**src/rtl/resource_arbiter_q.sv**
```systemverilog
// Queued resource arbiter: eligible requesters enter a FIFO of IDs (lowest index
// first, one per edge) and receive a single registered one-hot grant in queue order.
module resource_arbiter_q #(
  parameter int NREQ   = 4,
  parameter int QDEPTH = 4,
  parameter int IDW    = $clog2(NREQ + 1),
  localparam int CW    = $clog2(QDEPTH + 1),
  localparam int PW    = $clog2(QDEPTH)
) (
  input  logic            clock_i,
  input  logic            reset_ni,
  input  logic [NREQ-1:0] request_i,
  output logic [NREQ-1:0] grant_o,
  output logic            busy_o,
  output logic [CW-1:0]   q_count_o,
  output logic            q_full_o,
  output logic            q_overflow_o
);

  localparam logic [1:0] IDLE   = 2'd0;
  localparam logic [1:0] ASSIGN = 2'd1;
  localparam logic [1:0] SERVE  = 2'd2;

  logic [1:0]      state_q, state_d;
  logic [NREQ-1:0] grant_q, grant_d;
  logic [CW-1:0]   count_q, count_d;
  logic [PW-1:0]   head_q, head_d;
  logic [PW-1:0]   tail_q, tail_d;
  logic            ovf_q, ovf_d;
  logic [IDW-1:0]  mem_q [QDEPTH];

  logic [NREQ-1:0][QDEPTH-1:0] slot_hit;
  logic [NREQ-1:0] in_queue;
  logic [NREQ-1:0] eligible;
  logic [NREQ-1:0] head_oh;
  logic [IDW-1:0]  head_id;
  logic [IDW-1:0]  enq_id;
  logic            any_elig;
  logic            head_req;
  logic            pop;
  logic            enq;
  logic            full;

  function automatic logic [PW-1:0] ptr_inc(input logic [PW-1:0] p);
    return (p == PW'(QDEPTH - 1)) ? '0 : p + PW'(1);
  endfunction

  // Popped slots are zeroed, so a plain ID match over all slots means "queued".
  for (genvar gi = 0; gi < NREQ; gi++) begin : g_req
    for (genvar gj = 0; gj < QDEPTH; gj++) begin : g_slot
      assign slot_hit[gi][gj] = (mem_q[gj] == IDW'(gi + 1));
    end
    assign in_queue[gi] = |slot_hit[gi];
  end

  assign eligible = request_i & ~grant_q & ~in_queue;
  assign head_id  = mem_q[head_q];
  assign full     = (count_q == CW'(QDEPTH));
  assign pop      = (state_q == ASSIGN);

  always_comb begin
    enq_id   = '0;
    any_elig = 1'b0;
    for (int i = NREQ - 1; i >= 0; i--) begin
      if (eligible[i]) begin
        any_elig = 1'b1;
        enq_id   = IDW'(i + 1);
      end
    end
  end

  always_comb begin
    head_oh = '0;
    for (int i = 0; i < NREQ; i++) begin
      head_oh[i] = (head_id == IDW'(i + 1));
    end
  end

  assign head_req = |(head_oh & request_i);
  // A pop frees the slot this edge, so a full queue can still accept.
  assign enq      = any_elig && (!full || pop);

  always_comb begin
    count_d = count_q + CW'(enq) - CW'(pop);
    head_d  = pop ? ptr_inc(head_q) : head_q;
    tail_d  = enq ? ptr_inc(tail_q) : tail_q;
    ovf_d   = ovf_q | (any_elig && full && !pop);
    grant_d = grant_q;
    state_d = state_q;
    case (state_q)
      IDLE: begin
        if (count_d != '0) state_d = ASSIGN;
      end
      ASSIGN: begin
        if (head_req) begin
          grant_d = head_oh;
          state_d = SERVE;
        end else begin
          state_d = (count_d != '0) ? ASSIGN : IDLE;
        end
      end
      SERVE: begin
        if (!(|(grant_q & request_i))) begin
          grant_d = '0;
          state_d = (count_d != '0) ? ASSIGN : IDLE;
        end
      end
      default: begin
        grant_d = '0;
        state_d = IDLE;
      end
    endcase
  end

  always_ff @(posedge clock_i) begin
    if (!reset_ni) begin
      state_q <= IDLE;
      grant_q <= '0;
      count_q <= '0;
      head_q  <= '0;
      tail_q  <= '0;
      ovf_q   <= 1'b0;
      for (int i = 0; i < QDEPTH; i++) mem_q[i] <= '0;
    end else begin
      state_q <= state_d;
      grant_q <= grant_d;
      count_q <= count_d;
      head_q  <= head_d;
      tail_q  <= tail_d;
      ovf_q   <= ovf_d;
      if (pop) mem_q[head_q] <= '0;
      // Placed after the clear so a full-queue pop+enqueue on one slot keeps the new ID.
      if (enq) mem_q[tail_q] <= enq_id;
    end
  end

  assign grant_o      = grant_q;
  assign busy_o       = |grant_q;
  assign q_count_o    = count_q;
  assign q_full_o     = full;
  assign q_overflow_o = ovf_q;

endmodule
```
**config.mk**
```make
export PLATFORM = sky130hd
export DESIGN_NAME = resource_arbiter_q
export DESIGN_NICKNAME = d
export VERILOG_FILES = /design/src/rtl/resource_arbiter_q.sv
export SDC_FILE = /design/constraint.sdc
export NUM_CORES = 1
export LEC_CHECK = 0
export ABC_AREA = 0
export CAP_MARGIN = 20
export CORE_ASPECT_RATIO = 0.9
export CORE_MARGIN = 2
export CORE_UTILIZATION = 59
export CTS_BUF_LIST = sky130_fd_sc_hd__clkbuf_4
export CTS_CLUSTER_DIAMETER = 200
export DETAILED_ROUTE_END_ITERATION = 6
export PLACE_DENSITY = 0.82
export SLEW_MARGIN = 20
export SYNTH_ARGS = -nofsm -noshare
export SYNTH_HDL_FRONTEND = slang
export SYNTH_SLANG_ARGS = --single-unit
```
**constraint.sdc**
```tcl
create_clock -name clock_i -period 3.4 [get_ports clock_i]
set_input_delay 0.68 -clock clock_i [delete_from_list [all_inputs] [get_ports clock_i]]
set_output_delay 0.68 -clock clock_i [all_outputs]
set_load 0.01 [all_outputs]
```
==> flow_summary.toml <==
[run_status]
outcome = "complete, no violations"

[global_route]
grt_first_pass_wirelength_um = 5730
grt-ovfl-total = 0
antenna_found_initial = 0
grtUsageTotal_pct = 24.1
via_count_of_the_first_global_routing_pass = 1247
largest_net_degree_at_the_start_of_global_routing = 26

[layout]
fill_cells = 188
diodes = 0
drive_gt1_share_pct = 7.81
utilization_pct = 70.6
area_growth_syn_to_layout_pct = 16.5
finalNetCount = 206

[clock_network]
post_cts_clock_slew_at_the_launch_and_capture_registers_of_the_worst_setup_and_hold_paths_ns = 0.15
cts_num_sinks = 28
cts_root_buf = "sky130_fd_sc_hd__clkbuf_4"
tritoncts = "done"
cts_hold_repair.buffers = 0
cts_setup_buffers = 0
cts_max_path_buffers = 2
num_cts_buffers = 3
clk_latency_ns = 0.33
post_cts_resize_count = 0
h-tree-depth = 1

[power_and_ir_drop]
finalPower_uw = 1520
power_per_cell_area_nw_per_um2 = 798
vdd_drop_max_v = 0.000518
leakagePower_uw = 0.000717

[synthesis]
yosys_warnings = 0
postSynthCellCount = 171
syn_avg_cell_area_um2 = 9.59
syn-num-nets = 184
synth_edf_count = 12
synth.yosys.seq_area_share_pct = 41.5
ys_ff_latch = 28
synth-async-reset-ratio_pct = 0
netlist_area_um2 = 1640
main_synth_ff_type = "sky130_fd_sc_hd__dfxtp_1"
post_synth_num_cell_types = 40

[setup_path]
critical_path_data_arrival_time_ns = 3.32
ff2ff_path_depth = 12
regToRegStartpoint = "mem_q[0][0]$_SDFFCE_PN0P_"
crit_path_end_kind = "register"
criticalPathCategory = "in -> reg"
setup.worst_path.start_class = "input port"
worst_ep_required_time_ns = 3.64
worst_setup_path_startpoint = "request_i[0]"
critPathMaxFanout = 4

[drt]
routedWlPerCell_um = 16.7
first_pass_iters = 4
drc_errors = 0
vias_cell = 6.29
detail_route.wirelength_um = 3700
ant_nets = 0
vias = 1397
drt_first_iter_violations = 131

[die]
floorplan.die_area_um2 = 3220
dieWidth_um = 59.6
placement_rows = 18
ioPinCount = 16
start_util_pct = 60.6
die-height_um = 54
core_area_um2 = 2700

[placed_design]
io_port_bufs = 15
detailed_placement_wirelength_estimate_um = 2770
globalplace.congestion = 0.856

[timing]
finalMaxSlewViolations = 0
transition_time_of_the_tightest_slew_check_pin_ns = 0.809
maxClockFrequency_ghz = 0.325
tns_ns = 0
clock_skews_ns = 0.00309
grt_setup_unrepaired = "false"
finalCritPeriodShare_pct = 90.5
timing.final.hold_violations = 0
fin_crit_ns = 3.08
relSlewSlack_pct = 45.4
setup_viol = 0

[min_path]
worst_hold_startpoint = "grant_o[0]$_SDFFE_PN0P_"
hold_path_depth = 2
worstHoldPathType = "reg -> reg"

[run]
cap_viol_max_count = 0
cell type report:
cell class              instances  area, um^2  share of cell area (%)
inverters                       8        30.0                    1.57
clock inverters                 1        30.0                    1.57
multi-input cells             131         913                    47.8
clock buffers                   3        22.5                    1.18
well taps                      30        37.5                    1.97
flip-flops and latches         28         681                    35.6
repair buffers                 21         195                    10.2
cell usage in the layout, fill, tap and decap left out, drive strengths merged, types with 4 or more instances in the layout:
cell	Yosys	routed
inv	8	8
clkdlybuf4s50	0	15
nand2	21	21
buf	0	6
nand4	5	5
nor3b	4	4
nand2b	6	6
nor2b	8	8
edfxtp	12	12
nand3	11	11
mux2i	7	7
dfxtp	16	16
ha	6	6
nor2	23	23
mux4	4	4
cells by family after synthesis:
| logic type | synth area share (%) |
|---|---|
| muxes | 10.5 |
| buffers and inverters | 2.75 |
| adders and majority gates | 5.80 |
| DFF | 41.5 |
| and+or+nand+nor | 29.1 |
| xor gates and xnor gates | 1.07 |
| AOI/OAI and AO/OA | 9.31 |
synth_stat cells (2+ instances only):
master,n,area [um^2]
sky130_fd_sc_hd__inv_1,8,30.0
sky130_fd_sc_hd__o21ai_0,2,10.0
sky130_fd_sc_hd__nor3b_1,4,30.0
sky130_fd_sc_hd__xnor2_1,2,17.5
sky130_fd_sc_hd__nand4b_1,2,17.5
sky130_fd_sc_hd__clkbuf_1,4,15.0
sky130_fd_sc_hd__ha_1,6,75.1
sky130_fd_sc_hd__nand4_1,4,25.0
sky130_fd_sc_hd__nand2_1,21,78.8
sky130_fd_sc_hd__a221oi_1,2,17.5
sky130_fd_sc_hd__nand2b_1,6,37.5
sky130_fd_sc_hd__nor2b_1,6,37.5
sky130_fd_sc_hd__o22ai_1,2,12.5
sky130_fd_sc_hd__mux4_1,3,78.8
sky130_fd_sc_hd__edfxtp_1,12,360
sky130_fd_sc_hd__nand3_1,11,55.1
sky130_fd_sc_hd__a21boi_0,2,15.0
sky130_fd_sc_hd__and2_1,3,18.8
sky130_fd_sc_hd__nand3b_1,3,22.5
sky130_fd_sc_hd__nor2_1,23,86.3
sky130_fd_sc_hd__mux2i_1,7,70.1
sky130_fd_sc_hd__o211ai_1,2,15.0
sky130_fd_sc_hd__a21oi_1,3,15.0
sky130_fd_sc_hd__dfxtp_1,16,320
sky130_fd_sc_hd__nor2b_4,2,27.5
registers in the layout (all words and copies together) (netlist names), named ones only:
| register | cells |
|---|---|
| mem_q | 12 |
| grant_o | 4 |
| q_count_o | 3 |
| head_q | 2 |
| state_q | 2 |
| tail_q | 2 |
| q_overflow_o | 1 |
worst paths after layout:
| path | end | slack (ns) |
|---|---|---|
| worst min-delay path | grant_o[0]$_SDFFE_PN0P_ | 0.53 |
| worst max register to register | state_q[0]$_SDFFE_PN0P_ | 0.36 |
| worst max-delay path | state_q[0]$_SDFFE_PN0P_ | 0.32 |
| worst min register to register | grant_o[0]$_SDFFE_PN0P_ | 0.53 |
critical path, cell delays in order:
cell and delay, ns:
sky130_fd_sc_hd__clkdlybuf4s50_1 0.47, sky130_fd_sc_hd__nor2b_1 0.14, sky130_fd_sc_hd__o21ai_0 0.09, sky130_fd_sc_hd__or3_1 0.39, sky130_fd_sc_hd__nand4_1 0.15, sky130_fd_sc_hd__nand2_1 0.09
sky130_fd_sc_hd__o21bai_1 0.14, sky130_fd_sc_hd__ha_1 0.16, sky130_fd_sc_hd__inv_1 0.04, sky130_fd_sc_hd__fa_1 0.38, sky130_fd_sc_hd__xnor2_1 0.15, sky130_fd_sc_hd__xnor2_1 0.15
sky130_fd_sc_hd__o311a_1 0.29
per-layer routing:
metal / GRT usage [%] / part of all wire [%]
met1: 29.0 / 41
met2: 43.8 / 52
met3: 5.05 / 5.1
met4: 7.04 / 1.6
met5: 0 / 0
through the flow:
step	hold WS [ns]	worst slack, ns	cells	area [um^2]
6_report	0.527	0.322	222	1910
5_1_grt	0.549	0.168	222	1910
4_1_cts	0.526	0.328	222	1910
3_5_place_dp	0.497	0.0199	218	1860
3_3_place_gp	0.485	0.0849	218	1860
2_1_floorplan	0.471	0.524	171	1640
report_power, final:
part | internal (uW) | switching (uW)
Sequential | 459 | 119
Combinational | 346 | 379
Clock | 119 | 101
No activity file was read; power rests on OpenSTA's default activity.
